## src/rtl/audio_mix_pkg.sv

```systemverilog
// rtl/audio_mix_pkg.sv - shared types, widths and saturation helper for the audio mixer
package audio_mix_pkg;

  typedef enum logic [2:0] {
    S_IDLE,
    S_REQ,
    S_WAIT,
    S_MAC,
    S_NEXT,
    S_OUT
  } state_t;

  localparam int VOICE_W  = 16;
  localparam int GAIN_W   = 8;
  localparam int OUT_W    = 24;
  localparam logic [GAIN_W-1:0] UNITY_GAIN = 8'h80;

  // signed voice x signed-extended unsigned gain
  localparam int PROD_W   = VOICE_W + GAIN_W + 1;
  // accumulators are sign-extended to this width before saturation
  localparam int SAT_IN_W = 32;

  // Clamp a wide signed accumulator into the 24-bit output range.
  function automatic logic signed [OUT_W-1:0] sat24(input logic signed [SAT_IN_W-1:0] v);
    logic signed [OUT_W-1:0] r;
    if (v > 32'sh007F_FFFF) begin
      r = 24'sh7F_FFFF;
    end else if (v < -32'sh0080_0000) begin
      r = 24'sh80_0000;
    end else begin
      r = v[OUT_W-1:0];
    end
    return r;
  endfunction

endpackage

```

## src/rtl/audio_mix_mac.sv

```systemverilog
// rtl/audio_mix_mac.sv - shared gain multiplier, stereo accumulators and output saturation
module audio_mix_mac
  import audio_mix_pkg::*;
#(
  parameter int ACC_W = 28
) (
  input  logic                      clk,
  input  logic                      rst,
  input  logic                      clr,
  input  logic                      mac_en,
  input  logic                      load_out,
  input  logic signed [VOICE_W-1:0] sample,
  input  logic [GAIN_W-1:0]         gain_l,
  input  logic [GAIN_W-1:0]         gain_r,
  output logic signed [OUT_W-1:0]   out_l,
  output logic signed [OUT_W-1:0]   out_r
);

  // The single multiplier serves left on the mac_en cycle and right on the
  // cycle after it (always a NEXT cycle, where the multiplier is otherwise
  // idle). gain_r is captured on the mac_en cycle so both channels see the
  // gains as they stood in MAC.
  logic                      r_pend;
  logic [GAIN_W-1:0]         gain_r_q;
  logic [GAIN_W-1:0]         gain_sel;
  logic signed [PROD_W-1:0]  prod;
  logic signed [PROD_W:0]    contrib;
  logic signed [ACC_W-1:0]   acc_l;
  logic signed [ACC_W-1:0]   acc_r;

  assign gain_sel = r_pend ? gain_r_q : gain_l;
  assign prod     = sample * $signed({1'b0, gain_sel});
  assign contrib  = {prod, 1'b0};

  // Accumulate left then right contributions; clear at frame start.
  always_ff @(posedge clk) begin
    if (rst || clr) begin
      acc_l    <= '0;
      acc_r    <= '0;
      r_pend   <= 1'b0;
      gain_r_q <= '0;
    end else begin
      r_pend <= mac_en;
      if (mac_en) begin
        acc_l    <= acc_l + ACC_W'(contrib);
        gain_r_q <= gain_r;
      end
      if (r_pend) begin
        acc_r <= acc_r + ACC_W'(contrib);
      end
    end
  end

  // Saturate and hold the stereo result until the next frame loads it.
  always_ff @(posedge clk) begin
    if (rst) begin
      out_l <= '0;
      out_r <= '0;
    end else if (load_out) begin
      out_l <= sat24(SAT_IN_W'(acc_l));
      out_r <= sat24(SAT_IN_W'(acc_r));
    end
  end

endmodule

```

## src/rtl/audio_mix_sched.sv

```systemverilog
// rtl/audio_mix_sched.sv - per-sample voice polling scheduler, gain registers and mixer top
module audio_mix_sched
  import audio_mix_pkg::*;
#(
  parameter int NUM_VOICES = 4,
  parameter int TIMEOUT    = 64
) (
  input  logic                          clk100,
  input  logic                          rst,
  input  logic                          isnew_sample,
  input  logic                          cfg_we,
  input  logic [$clog2(NUM_VOICES)-1:0] cfg_addr,
  input  logic [GAIN_W-1:0]             cfg_gain_l,
  input  logic [GAIN_W-1:0]             cfg_gain_r,
  input  logic                          cfg_en,
  output logic                          vreq,
  output logic [$clog2(NUM_VOICES)-1:0] vsel,
  input  logic                          vack,
  input  logic [VOICE_W-1:0]            vdata,
  output logic [OUT_W-1:0]              audio_l_out,
  output logic [OUT_W-1:0]              audio_r_out,
  output logic                          hphone_valid,
  output logic                          busy,
  output logic                          overrun_err,
  output logic                          timeout_err
);

  localparam int IDX_W  = $clog2(NUM_VOICES);
  localparam int TCNT_W = $clog2(TIMEOUT + 1);
  localparam int ACC_W  = 26 + IDX_W;
  localparam logic [IDX_W-1:0]  LAST_IDX = IDX_W'(NUM_VOICES - 1);
  localparam logic [TCNT_W-1:0] TCNT_MAX = TCNT_W'(TIMEOUT);

  logic [GAIN_W-1:0]         gain_l_q [NUM_VOICES];
  logic [GAIN_W-1:0]         gain_r_q [NUM_VOICES];
  logic [NUM_VOICES-1:0]     en_q;

  state_t                    state;
  state_t                    state_nx;
  logic [IDX_W-1:0]          idx;
  logic [TCNT_W-1:0]         tcnt;
  logic signed [VOICE_W-1:0] sample_q;
  logic                      mac_clr;
  logic                      mac_en;
  logic                      load_out;
  logic signed [OUT_W-1:0]   mix_l;
  logic signed [OUT_W-1:0]   mix_r;

  // Per-voice gain/enable registers; writes land on the next cycle, any state.
  always_ff @(posedge clk100) begin
    if (rst) begin
      for (int v = 0; v < NUM_VOICES; v++) begin
        gain_l_q[v] <= UNITY_GAIN;
        gain_r_q[v] <= UNITY_GAIN;
      end
      en_q <= '0;
    end else if (cfg_we && (int'(cfg_addr) < NUM_VOICES)) begin
      gain_l_q[cfg_addr] <= cfg_gain_l;
      gain_r_q[cfg_addr] <= cfg_gain_r;
      en_q[cfg_addr]     <= cfg_en;
    end
  end

  // Scheduler state register.
  always_ff @(posedge clk100) begin
    if (rst) begin
      state <= S_IDLE;
    end else begin
      state <= state_nx;
    end
  end

  // Next-state and per-state control strobes.
  always_comb begin
    state_nx = state;
    vreq     = 1'b0;
    mac_clr  = 1'b0;
    mac_en   = 1'b0;
    load_out = 1'b0;
    case (state)
      S_IDLE: begin
        if (isnew_sample) begin
          mac_clr  = 1'b1;
          state_nx = S_REQ;
        end
      end
      S_REQ: begin
        if (en_q[idx]) begin
          vreq     = 1'b1;
          state_nx = S_WAIT;
        end else begin
          state_nx = S_NEXT;
        end
      end
      S_WAIT: begin
        if (vack || (tcnt == TCNT_MAX)) begin
          state_nx = S_MAC;
        end
      end
      S_MAC: begin
        mac_en   = 1'b1;
        state_nx = S_NEXT;
      end
      S_NEXT: begin
        state_nx = (idx == LAST_IDX) ? S_OUT : S_REQ;
      end
      S_OUT: begin
        load_out = 1'b1;
        state_nx = S_IDLE;
      end
      default: state_nx = S_IDLE;
    endcase
  end

  // Voice index, WAIT counter, sample latch, strobe and sticky error flags.
  always_ff @(posedge clk100) begin
    if (rst) begin
      idx          <= '0;
      tcnt         <= '0;
      sample_q     <= '0;
      hphone_valid <= 1'b0;
      overrun_err  <= 1'b0;
      timeout_err  <= 1'b0;
    end else begin
      hphone_valid <= (state == S_OUT);
      if (isnew_sample && (state != S_IDLE)) begin
        overrun_err <= 1'b1;
      end
      case (state)
        S_IDLE: begin
          if (isnew_sample) begin
            idx <= '0;
          end
        end
        S_REQ: begin
          // first WAIT cycle counts as 1
          tcnt <= TCNT_W'(1);
        end
        S_WAIT: begin
          if (vack) begin
            sample_q <= vdata;
          end else if (tcnt == TCNT_MAX) begin
            sample_q    <= '0;
            timeout_err <= 1'b1;
          end else begin
            tcnt <= tcnt + TCNT_W'(1);
          end
        end
        S_NEXT: begin
          if (idx != LAST_IDX) begin
            idx <= idx + IDX_W'(1);
          end
        end
        S_OUT: begin
          // vsel reads 0 whenever the scheduler is idle
          idx <= '0;
        end
        default: ;
      endcase
    end
  end

  audio_mix_mac #(
    .ACC_W (ACC_W)
  ) u_mac (
    .clk      (clk100),
    .rst      (rst),
    .clr      (mac_clr),
    .mac_en   (mac_en),
    .load_out (load_out),
    .sample   (sample_q),
    .gain_l   (gain_l_q[idx]),
    .gain_r   (gain_r_q[idx]),
    .out_l    (mix_l),
    .out_r    (mix_r)
  );

  assign audio_l_out = mix_l;
  assign audio_r_out = mix_r;
  assign vsel        = idx;
  assign busy        = (state != S_IDLE);

endmodule

```

## config.mk

```make
export PLATFORM = sky130hd
export DESIGN_NAME = audio_mix_sched
export DESIGN_NICKNAME = d
export VERILOG_FILES = /design/src/rtl/audio_mix_pkg.sv /design/src/rtl/audio_mix_mac.sv /design/src/rtl/audio_mix_sched.sv
export SDC_FILE = /design/constraint.sdc
export NUM_CORES = 1
export LEC_CHECK = 0
export CAP_MARGIN = 30
export CORE_UTILIZATION = 25
export DETAILED_ROUTE_END_ITERATION = 8
export RECOVER_POWER = 50
export SYNTH_ARGS = -nofsm -noshare
export SYNTH_HDL_FRONTEND = slang
export SYNTH_SLANG_ARGS = --single-unit
```

## constraint.sdc

```tcl
create_clock -name clk100 -period 8.6 [get_ports clk100]
set_input_delay 1.29 -clock clk100 [delete_from_list [all_inputs] [get_ports clk100]]
set_output_delay 1.29 -clock clk100 [all_outputs]
set_load 0.05 [all_outputs]
```

# Word level (Yosys, flattened, before mapping)
# Memories as Yosys holds them, arrays and structs flattened. A register that Yosys moved wholly into a read port is not among the register bits.
# Cells that the tools add are included.
[totals] regBits=140 mem_bits_rw=64 inputBits=40 word_cells=99 memories=2
[mem_list] name="gain_l_q" words=4 width=8 rd=1 rd_ports_with_merged_regs=1 write_ports=4 line_no="audio_mix_sched.sv:34" source="logic [GAIN_W-1:0] gain_l_q [NUM_VOICES];"
[mem_list] name="gain_r_q" words=4 width=8 rd=1 rd_ports_with_merged_regs=1 write_ports=4 line_no="audio_mix_sched.sv:35" source="logic [GAIN_W-1:0] gain_r_q [NUM_VOICES];"
[classes] n_addsub=4 n_mul=1 magnitude_cmp=7 n_eq_ne=13 n_mux=42 bitwise=1 n_reduce_logical=16
[ops] operator="two-way mux 24 bit" n=4
[ops] operator="adder 28 x 26 -> 28 bit" n=2
[ops] operator="greater-than comparator 28 x 24 -> 1 bit, second input constant" n=2
[ops] operator="< comparator 28 x 24 -> 1 bit, second input constant" n=2
[ops] operator="two-way mux 16 bit" n=2
[ops] operator="multiplier 16 x 9 -> 25 bit" n=1
[ops] operator="two-way mux 8 bit" n=3
[ops] operator="OR reduction 8 bit" n=2
[ops] operator="two-way mux 1 bit" n=15
[ops] operator="case mux 3 bit (5 select lines)" n=1
[ops] operator="two-way mux 7 bit" n=2
[ops] operator="case mux 7 bit (2 select lines)" n=1
[ops] operator="two-way mux 2 bit" n=6
[ops] operator="two-way mux 3 bit" n=4
[ops] operator="!= test 2 bit, second input constant" n=6
[ops] operator="AND reduction 3 bit" n=3
[ops] operator="adder 7 x 1 -> 7 bit, second input constant" n=1
[ops] operator="== test 7 bit, second input constant" n=1
[ops] operator="== test 3 x 2 -> 1 bit, second input constant" n=2
[ops] operator="== test 3 bit, second input constant" n=2
[ops] operator="< comparator 2 x 3 -> 1 bit, second input constant" n=2
[ops] operator="case mux 2 bit (3 select lines)" n=1
[ops] operator="nonzero test 3 bit" n=2
[ops] operator="bitwise mux 4 bit" n=1
[ops] operator="other kinds (12)" n=16

# Depth between registers and ports, before layout
# Gate-level depths: netlist (run 1).
[depth] word_depth=5 mapped_depth=34 depth_no_buf=32

# By module
# From an unflattened synthesis (run 1), not the netlist that was laid out.
[hier_totals] cells_unflattened=1642 area_unflattened_um2=15367.2
[modules_own_cells] module="audio_mix_mac" n_inst=1 cells_each=1308 area_per_inst_um2=11136.9 seq_area_each_um2=2222.1
[modules_own_cells] module="audio_mix_sched" n_inst=1 cells_each=334 area_per_inst_um2=4230.3 seq_area_each_um2=2662.6

# Worst setup path before layout (run 1)
# No wires, ideal clock.
[synth_path] path_kind="register -> register" startpoint="register with a tool-made name" endpoint="register u_mac.acc_l[27]" setup_time_ps=70 arrival_ps=7784 required_time_ps=8530 slack_ps=745 path_stages_with_launch=35 n_path_buf=2 synth_period_minus_slack_ps=7855 path_cell_list="dfxtp_1 clkbuf_1 mux4_2 mux2_2 clkbuf_1 nand2_1 fa_1 inv_1 fa_1 ha_1 inv_1 fa_1 inv_1 ha_1 a21o_1 a21oi_1 o21bai_1 a2111oi_0 o41ai_1 nand3_1 nand3b_1 a21o_1 a21oi_1 xnor2_1 ha_1 nand2_1 a21oi_1 a221oi_1 nor3b_1 a21o_1 a21oi_1 a211oi_1 xor2_1 or3_1 a21oi_1"
[synth_lines] element="end signal, assigned" line_no="audio_mix_mac.sv:45" source="acc_l <= acc_l + ACC_W'(contrib);"
[synth_lines] element="end, declared" line_no="audio_mix_mac.sv:28" source="logic signed [ACC_W-1:0] acc_l;"

==> impl_metrics.yaml, run 1 <==
outcome:
  status: "complete, but fails checks"
  violations: "max-capacitance violations, max-slew violations"
clock_tree:
  cts.sinks: 212
  path_clk_slew_ns: 0.06
  cts_tree: "built"
  cts_setup_buffers: 0
  htree_levels: 1
  clk_latency_ns: 0.54
  cts_root_buffer: "clkbuf_16"
  cts_buffers: 25
  cts_buffer_depth: 3
pwr:
  power.density_mw_per_mm2: 132
  power.total_mw: 2.37
  p_leak_nw: 7.70
  vdd_ir_drop_max_mv: 0.151
timing:
  fin_skew_ns: 0.0179
  setup-violations-final: 0
  finalSetupTns_ns: 0
  fmaxAchievable_ghz: 0.123
  period_needed_ns: 8.14
  tightestPinTransition_ns: 3.08
  grt_setup_unrepaired: "no"
  slew_violations: 68
  hold_viol: 0
  slew_headroom: -1.05
  fin_crit_sh: 0.947
worst_setup_path:
  critPathMaxFanout: 13
  crit_type: "flip-flop to flip-flop"
  crit_slowest_cell: "fa_1"
  cp-start-kind: "flip-flop"
  worstSetupEndpointType: "flip-flop"
  cp.arrival_ns: 8.61
  required_ns: 9.07
  slowest_delay_ns: 0.54
  crit_family: "compound AO/OA/AOI/OAI gates"
  path_buf_inv: 5
place:
  post_dp_cell_area_sq_mm: 0.0171
  port_buffers: 94
  routabilityCongestion: 0.883
  dp_hpwl_um: 29600
global_routing:
  use_met2: 0.216
  grt.overflow.total: 0
  grt_pass1_vias: 11900
  met3_usage: 0.0194
  busiest_layer: "met2"
  antenna_found_initial: 0
  grt_first_pass_wirelength_um: 62700
  grt_max_degree: 68
  use_met1: 0.154
  grt_usage: 0.123
logic_synthesis:
  synth_cells: 1698
  synth_edf_count: 64
  yosysTopAreaCellShare: 0.194
  async_flop_share: 0
  synthFlopType: "dfxtp_1"
  syn_area_sq_mm: 0.0153
  ys_seq_elements: 212
  synth_seq_area_share: 0.319
  syn-num-nets: 1955
  avgSynthCellArea_sq_um: 9.01
  yosys.area.top_type: "dfxtp_1"
  synth.area.top_cells: "dfxtp_1 19%, fa_1 14%, edfxtp_1 13%, ha_1 9.2%, nand2_1 5.4%"
  ys_types: 74
  yosys_warnings: 0
die:
  std_cell_rows: 90
  design.core.area_sq_mm: 0.0604
  die_y_um: 249
  die_area_sq_mm: 0.0622
  io_pins: 95
  initial_core_util: 0.253
  die_w_um: 249
flow_run:
  cap_violations: 1
detailed_routing:
  remaining_drc_errors: 0
  routed_wl_um: 38500
  wire_per_inst_um: 15.0
  postRouteAntennaNets: 0
  dr.first_iter.drc_count: 654
  vias: 11800
  first_pass_iters: 4
  vias_per_cell: 4.60
cells_and_area:
  mostFrequentLayoutCell: "nand2_1"
  drive_above_1_share: 0.0595
  nNetsFinal: 2021
  diodes: 0
  fin_area_sq_mm: 0.0180
  layout_common_cells: "218 x nand2_1, 194 x inv_1, 157 x nor2_1, 147 x dfxtp_1, 134 x a21oi_1"
  area_growth_pct: 17.6
  fill_cells: 6354
min_path:
  hold_class: "flip-flop to flip-flop"
  hp-start: "u_mac.out_l[1]$_SDFFE_PP0P_"
## cell type report
class                   instances  area [sq um]  area share
multi-input cells            1214          9400       0.523
repair buffers                117          1100      0.0611
clock inverters                12           198      0.0110
clock buffers                  33           696      0.0387
well taps                     782           978      0.0544
flip-flops and latches        212          4890       0.272
inverters                     194           728      0.0405
## power breakdown
group / switching (mW) / internal, mW / total, mW / leakage, nW
clock network: 0.448 / 0.719 / 1.17 / 0.433
logic: 0.0842 / 0.0491 / 0.133 / 5.44
registers: 0.0114 / 1.06 / 1.07 / 1.82
total: 0.543 / 1.82 / 2.37 / 7.70
## Yosys cell counts, types with 16 or more instances
| cell type | instances |
|---|---|
| mux2i_1 | 32 |
| a22oi_1 | 16 |
| mux4_2 | 17 |
| edfxtp_1 | 64 |
| nor2b_1 | 39 |
| nand2_1 | 218 |
| inv_1 | 194 |
| a21oi_1 | 134 |
| dfxtp_1 | 148 |
| clkbuf_1 | 69 |
| nand3_1 | 19 |
| ha_1 | 113 |
| xnor2_1 | 46 |
| o21ai_0 | 71 |
| nand2b_1 | 21 |
| and2_1 | 28 |
| nor3_1 | 17 |
| a21o_1 | 30 |
| xor2_1 | 25 |
| fa_1 | 104 |
| nor2_1 | 157 |
## per-layer routing
layer	routed length, um	part of all wire	vias to the layer above
li1	-	-	5804
met1	17100	0.44	5747
met2	19000	0.49	202
met3	1430	0.037	54
met4	1060	0.027	0
met5	0	0	-
## sequential cells by signal, indices dropped and copies added (netlist names), named ones only
| register | count |
|---|---|
| en_q | 4 |
| gain_l_q | 32 |
| gain_r_q | 32 |
| hphone_valid | 1 |
| overrun_err | 1 |
| sample_q | 16 |
| state | 3 |
| tcnt | 7 |
| timeout_err | 1 |
| u_mac.acc_l | 27 |
| u_mac.acc_r | 27 |
| u_mac.gain_r_q | 8 |
| u_mac.out_l | 24 |
| u_mac.out_r | 24 |
| u_mac.r_pend | 1 |
| vsel | 2 |
## repair_timing
action / 4_1_cts / 5_1_grt
gates resized for setup: 0 / 3
setup endpoints to repair: 0 / 2
hold buffers: 0 / 0
## tightest hold or removal path: cells and delay by family, from the launching register on
| family | cells | cell delay [ns] |
|---|---|---|
| AOI/OAI and AO/OA | 1 | 0.05 |
| DFF | 1 | 0.31 |
| and+or+nand+nor | 1 | 0.05 |
## final timing paths
check                                      end  slack [ns]  cells after the start
setup / recovery  u_mac.acc_r[26]$_SDFFE_PP0P_        0.46                     31
hold / removal     u_mac.out_l[1]$_SDFFE_PP0P_        0.45                      2
setup reg to reg  u_mac.acc_r[26]$_SDFFE_PP0P_        0.46                     31
hold reg to reg    u_mac.out_l[1]$_SDFFE_PP0P_        0.45                      2
## through the flow
stage                     hold slack (ns)  cells  utilization  worst slack (ns)
after floorplan                     0.433   1698            -             0.745
after global placement              0.444   2518        0.283             0.528
after detailed placement            0.447   2519        0.283             0.327
after CTS                           0.454   2564        0.298             0.322
after global routing                0.473   2564        0.298            0.0132
final                               0.450   2564        0.298             0.459
## cell families (layout without fill, tap and decap cells)
family,Yosys count,count (layout),share of synthesized area
muxes,55,55,0.0504
buffers and inverters,272,356,0.0669
and+or+nand+nor,538,538,0.158
xor gates and xnor gates,71,71,0.0407
DFF,212,212,0.319
adders and majority gates,217,217,0.229
AOI/OAI and AO/OA,333,333,0.136
(Power assumes the default switching activity.)
==> inputs of run 2 (changes only) <==
PLACE_DENSITY_LB_ADDON = 0.3   (was not set)
==> impl_metrics.yaml, run 2 (synthesized netlist as in run 1, its figures left out) <==
cells_and_area:
  seqCellArea_sq_mm: 0.00489
  top_regs: "gain_l_q: 32 flops, gain_r_q: 32 flops"
  area_growth_pct: 17.8
  drive_above_1_share: 0.0595
  mostFrequentLayoutCell: "nand2_1"
  nNetsFinal: 2021
  diodes: 0
  layout_common_cells: "218 x nand2_1, 194 x inv_1, 157 x nor2_1, 147 x dfxtp_1, 134 x a21oi_1"
  multi_input_area_sq_mm: 0.00941
  fill_cells: 6338
clock_tree:
  cts.sinks: 212
  path_clk_slew_ns: 0.06
  cts_buffers: 26
  cts_tree: "built"
  htree_levels: 1
  cts_root_buffer: "clkbuf_16"
  cts_buffer_depth: 3
  clk_latency_ns: 0.57
  cts_setup_buffers: 0
timing:
  setup-violations-final: 0
  finalWorstSetupSlack_ns: 0.625
  grt_setup_unrepaired: "no"
  period_needed_ns: 7.98
  hold_viol: 0
  slew_headroom: -1.51
  finalSetupTns_ns: 0
  slew_violations: 77
  tightestPinTransition_ns: 3.77
  fmaxAchievable_ghz: 0.125
  fin_skew_ns: 0.0387
  fin_crit_sh: 0.927
worst_setup_path:
  required_ns: 9.06
  worstSetupEndpointType: "flip-flop"
  r2r-end: "u_mac.acc_l[27]$_SDFFE_PP0P_"
  cp-start-kind: "flip-flop"
  crit_type: "flip-flop to flip-flop"
  crit_slowest_cell: "fa_1"
  r2r_slack_ns: 0.62
  critPathMaxFanout: 11
  slowest_delay_ns: 0.61
  cp.arrival_ns: 8.44
  reg2regPathDepth: 31
detailed_routing:
  routed_wl_um: 39100
  wire_per_inst_um: 15.3
  m1WireLength_um: 17400
  routed.top_layer: "met4"
  postRouteAntennaNets: 0
  dr_wl_met3_um: 1380
  wl_met2_um: 19400
  vias: 11800
  first_pass_iters: 5
  remaining_drc_errors: 0
  dr.first_iter.drc_count: 557
  vias_per_cell: 4.59
die:
  die_y_um: 249
  die_w_um: 249
  die_area_sq_mm: 0.0622
  design.core.area_sq_mm: 0.0604
  std_cell_rows: 90
  io_pins: 95
  initial_core_util: 0.253
global_routing:
  grt_pass1_vias: 11700
  grt_max_degree: 77
  grt_usage: 0.125
  grt_first_pass_wirelength_um: 63300
  antenna_found_initial: 0
  grt.overflow.total: 0
pwr:
  power.total_mw: 2.38
  p_leak_nw: 7.72
  power.density_mw_per_mm2: 132
  vdd_ir_drop_max_mv: 0.119
flow_run:
  cap_violations: 1
min_path:
  hp-start: "u_mac.out_l[9]$_SDFFE_PP0P_"
  hold_class: "flip-flop to flip-flop"
  hold_depth: 2
  min_delay_worst_endpoint: "u_mac.out_l[9]$_SDFFE_PP0P_"
place:
  port_buffers: 94
  dp_hpwl_um: 29200
  routabilityCongestion: 0.838
  pre_cts_ws_ns: 0.390
outcome:
  violations: "max-capacitance violations, max-slew violations"
  status: "complete, but fails checks"
-- run 2: cell types whose count changed in the layout (fill, tap and decap cells not counted), sizes merged, moves of 2 or more --
| cell | before | now |
|---|---|---|
| clkdlybuf4s50 | 93 | 91 |
| dlygate4sd3 | 0 | 2 |
| clkbuf | 36 | 38 |
| buf | 21 | 19 |
| clkinv | 4 | 7 |
-- run 2: layout make-up --
type                            instances  area share
Multi-Input combinational cell       1214       0.523
Sequential cell                       212       0.271
Timing Repair Buffer                  116      0.0611
Tap cell                              782      0.0543
Clock buffer                           34      0.0412
Inverter                              194      0.0404
Clock inverter                         12     0.00910
-- run 2: how the worst max path moves through the flow --
stage	start	to	slack, ns	cells past startpoint
2_1_floorplan	flip-flop	u_mac.acc_l[27]$_SDFFE_PP0P_	0.75	34
3_3_place_gp	flip-flop	u_mac.acc_l[27]$_SDFFE_PP0P_	0.51	31
3_5_place_dp	flip-flop	u_mac.acc_l[27]$_SDFFE_PP0P_	0.39	29
4_1_cts	flip-flop	u_mac.acc_l[27]$_SDFFE_PP0P_	0.36	29
5_1_grt	flip-flop	u_mac.acc_l[27]$_SDFFE_PP0P_	0.02	31
6_report	flip-flop	u_mac.acc_l[27]$_SDFFE_PP0P_	0.62	31
-- run 2: report_power, final --
group          leakage, nW  internal, mW  switching (mW)
Combinational         5.45        0.0488          0.0866
Clock                0.445         0.723           0.454
Sequential            1.82          1.06         0.00956
Total                 7.72          1.83           0.551
-- run 2: repair_timing --
item	in CTS	in global routing
resized for setup	0	4
hold buffers	0	0
endpoints found under the hold margin	0	0
setup endpoints to repair	0	1
-- run 2: critical path: cells and delay by family (launching register included) --
family                   cells  cell delay (ns)
AO/OA/AOI/OAI               12             2.65
XOR/XNOR                     2             0.39
adder cells (fa/ha/maj)      6             2.40
buffers and inverters        4             0.37
flip-flops                   1             0.33
multiplexers                 2             0.88
AND/OR/NAND/NOR              5             0.88
-- run 2: stage by stage --
step	cell area, sq um	instances	utilization	hold slack (ns)
floorplan	15300	1698	-	0.433
global placement	17100	2516	0.283	0.444
detailed placement	17100	2517	0.283	0.444
CTS	18000	2563	0.298	0.453
global route	18000	2564	0.298	0.469
finish	18000	2564	0.298	0.451
-- run 2: layer usage --
layer / up-vias / global-route usage
met4: 0 / 0.0309
met3: 44 / 0.0171
met5: - / 0
met1: 5707 / 0.158
li1: 5807 / -
met2: 214 / 0.222
==> inputs of run 3 (changes only) <==
ABC_AREA = 1   (was not set)
clock period = 7.73 ns   (was 8.6 ns; I/O delays follow)
==> impl_metrics.yaml, run 3 <==
pwr:
  pwr-share-clk: 0.397
  intPower_mw: 1.93
  seq_power_share: 0.441
  p_switching_uw: 826
  comb_power_share: 0.162
  vdd_ir_drop_max_mv: 0.160
  switching_share: 0.300
  power.density_mw_per_mm2: 143
  p_leak_nw: 8.80
cells_and_area:
  layout_common_cells: "395 x nand2_1, 356 x inv_1, 303 x nor2_1, 154 x a21oi_1, 148 x dfxtp_1"
  diodes: 0
  final_util: 0.292
  area_growth_pct: 15.8
  nNetsFinal: 2547
  top_regs: "gain_l_q: 32 flops, gain_r_q: 32 flops"
  mostFrequentLayoutCell: "nand2_1"
  drive_above_1_share: 0.0625
outcome:
  violations: "max-capacitance violations, max-slew violations"
  status: "complete, but fails checks"
logic_synthesis:
  async_flop_share: 0
  syn_area_sq_mm: 0.0166
  synth_seq_area_share: 0.294
  ys_seq_elements: 212
  synth_cells: 2214
  yosys.area.top_type: "dfxtp_1"
  synth_edf_count: 64
  synthFlopType: "dfxtp_1"
  synth.area.top_cells: "dfxtp_1 18%, fa_1 13%, edfxtp_1 12%, nand2_1 8.9%, ha_1 8.5%"
  yosys_warnings: 0
  ys_types: 49
  synth.most_common_cell: "nand2_1"
  yosysTopAreaCellShare: 0.178
  avgSynthCellArea_sq_um: 7.50
  synthTopCellsByCount: "395 x nand2_1, 359 x inv_1, 304 x nor2_1"
  syn-num-nets: 2471
worst_setup_path:
  critPathMaxFanout: 16
  path_buf_inv: 5
  r2r-end: "u_mac.acc_r[18]$_SDFFE_PP0P_"
  crit_family: "adder cells"
  worstSetupEndpointType: "flip-flop"
  cp.arrival_ns: 7.68
  crit_slowest_cell: "xor2_1"
  r2r_slack_ns: 0.50
  crit_type: "flip-flop to flip-flop"
  required_ns: 8.17
  reg2regPathDepth: 26
  cp-start-kind: "flip-flop"
  slowest_delay_ns: 0.61
detailed_routing:
  postRouteAntennaNets: 0
  dr.first_iter.drc_count: 866
  remaining_drc_errors: 0
  vias: 14600
  wire_per_inst_um: 16.3
  vias_per_cell: 4.62
  first_pass_iters: 7
  routed_wl_um: 51600
global_routing:
  antenna_found_initial: 1
  grt_first_pass_wirelength_um: 82400
  grt.overflow.total: 0
  grt_usage: 0.154
  busiest_layer: "met2"
  use_met2: 0.257
  grt_max_degree: 57
  use_met1: 0.211
  grt_pass1_vias: 14800
  met3_usage: 0.0187
die:
  io_pins: 95
  die_area_sq_mm: 0.0675
  initial_core_util: 0.253
  std_cell_rows: 94
  die_w_um: 260
  design.core.area_sq_mm: 0.0657
  die_y_um: 260
clock_tree:
  cts_setup_buffers: 0
  cts_tree: "built"
  cts_buffer_depth: 3
  cts_root_buffer: "clkbuf_16"
  cts_buffers: 24
  htree_levels: 1
  clk_latency_ns: 0.56
  cts.sinks: 212
  path_clk_slew_ns: 0.07
timing:
  setup-violations-final: 0
  slew_headroom: -0.400
  fin_crit_sh: 0.936
  grt_setup_unrepaired: "no"
  fmaxAchievable_ghz: 0.138
  hold_viol: 0
  period_needed_ns: 7.23
  finalSetupTns_ns: 0
  slew_violations: 76
  tightestPinTransition_ns: 2.10
  fin_skew_ns: 0.0224
place:
  dp_hpwl_um: 40800
  routabilityCongestion: 0.949
  port_buffers: 94
min_path:
  hp-start: "en_q[3]$_SDFFE_PP0P_"
  min_delay_worst_endpoint: "en_q[3]$_SDFFE_PP0P_"
  hold_depth: 2
  hold_class: "flip-flop to flip-flop"
flow_run:
  cap_violations: 2
[run 3: cell count changes after synthesis, moves of 24 or more]
cell | previous run | this run
nand3_1 | 19 | 88
o21ai_0 | 71 | 134
inv_1 | 194 | 359
clkbuf_1 | 69 | 28
mux2i_1 | 32 | 8
xnor2_1 | 46 | 16
buf_2 | 2 | 30
nor2_1 | 157 | 304
and2_1 | 28 | 2
nor2b_1 | 39 | 0
nand2_1 | 218 | 395
[run 3: repair_timing]
action,CTS,global route
setup endpoints to repair,0,19
hold buffers,0,0
resized for setup,0,7
[run 3: stage by stage]
stage | area [sq um] | hold slack [ns] | worst slack, ns | std cells | total power [mW]
CTS | 19200 | 0.448 | 0.156 | 3169 | 2.80
global placement | 18500 | 0.432 | 0.245 | 3128 | 1.68
finish | 19200 | 0.448 | 0.498 | 3169 | 2.76
detailed placement | 18500 | 0.438 | 0.195 | 3128 | 1.69
floorplan | 16600 | 0.420 | 1.76 | 2214 | 1.52
global route | 19200 | 0.472 | 0.0169 | 3169 | 2.89
[run 3: layer usage]
metal	wire length, um	share of wire	up-vias
li1	-	-	7226
met4	1150	0.022	0
met1	24800	0.48	6986
met3	2300	0.045	58
met2	23400	0.45	359
met5	0	0	-
[run 3: cell type report]
| cell class | instances | area (sq um) |
|---|---|---|
| clock buffer | 31 | 637 |
| timing repair buffer | 115 | 1080 |
| fill | 7071 | 46500 |
| inverter | 377 | 1420 |
| clock inverter | 10 | 95.1 |
| tap | 864 | 1080 |
| sequential | 212 | 4880 |
| multi-input combinational | 1560 | 10000 |
[run 3: cell families after synthesis]
kind of cell	Yosys count	share of synthesized area
compound gates	387	0.130
buf+inv	442	0.104
flops	212	0.294
mux	8	0.00482
xor+xnor	45	0.0237
fa+ha+maj	217	0.211
simple gates	903	0.233
[run 3: worst reg2reg max path, delay by kind of cell (launching register included)]
| kind | cells | cell delay, ns |
|---|---|---|
| fa+ha+maj | 6 | 2.80 |
| xor+xnor | 2 | 0.81 |
| flops | 1 | 0.59 |
| buf+inv | 5 | 0.51 |
| compound gates | 9 | 1.77 |
| simple gates | 4 | 0.62 |
[run 3: worst max-delay path by stage]
| stage | cells past startpoint | to | startpoint | slack [ns] |
|---|---|---|---|---|
| floorplan | 31 | u_mac.acc_r[16]$_SDFFE_PP0P_ | flip-flop | 1.76 |
| global placement | 28 | u_mac.acc_r[18]$_SDFFE_PP0P_ | flip-flop | 0.24 |
| detailed placement | 28 | u_mac.acc_r[18]$_SDFFE_PP0P_ | flip-flop | 0.20 |
| CTS | 30 | u_mac.acc_r[18]$_SDFFE_PP0P_ | flip-flop | 0.16 |
| global route | 30 | u_mac.acc_l[20]$_SDFFE_PP0P_ | flip-flop | 0.02 |
| finish | 26 | u_mac.acc_r[18]$_SDFFE_PP0P_ | flip-flop | 0.50 |
[run 3: power by group through the flow]
stage / combinational, mW / sequential [mW] / clock [mW]
floorplan: 0.287 / 1.23 / 0
global placement: 0.443 / 1.24 / 0
detailed placement: 0.448 / 1.24 / 0
CTS: 0.450 / 1.22 / 1.13
global route: 0.494 / 1.22 / 1.17
finish: 0.448 / 1.22 / 1.09
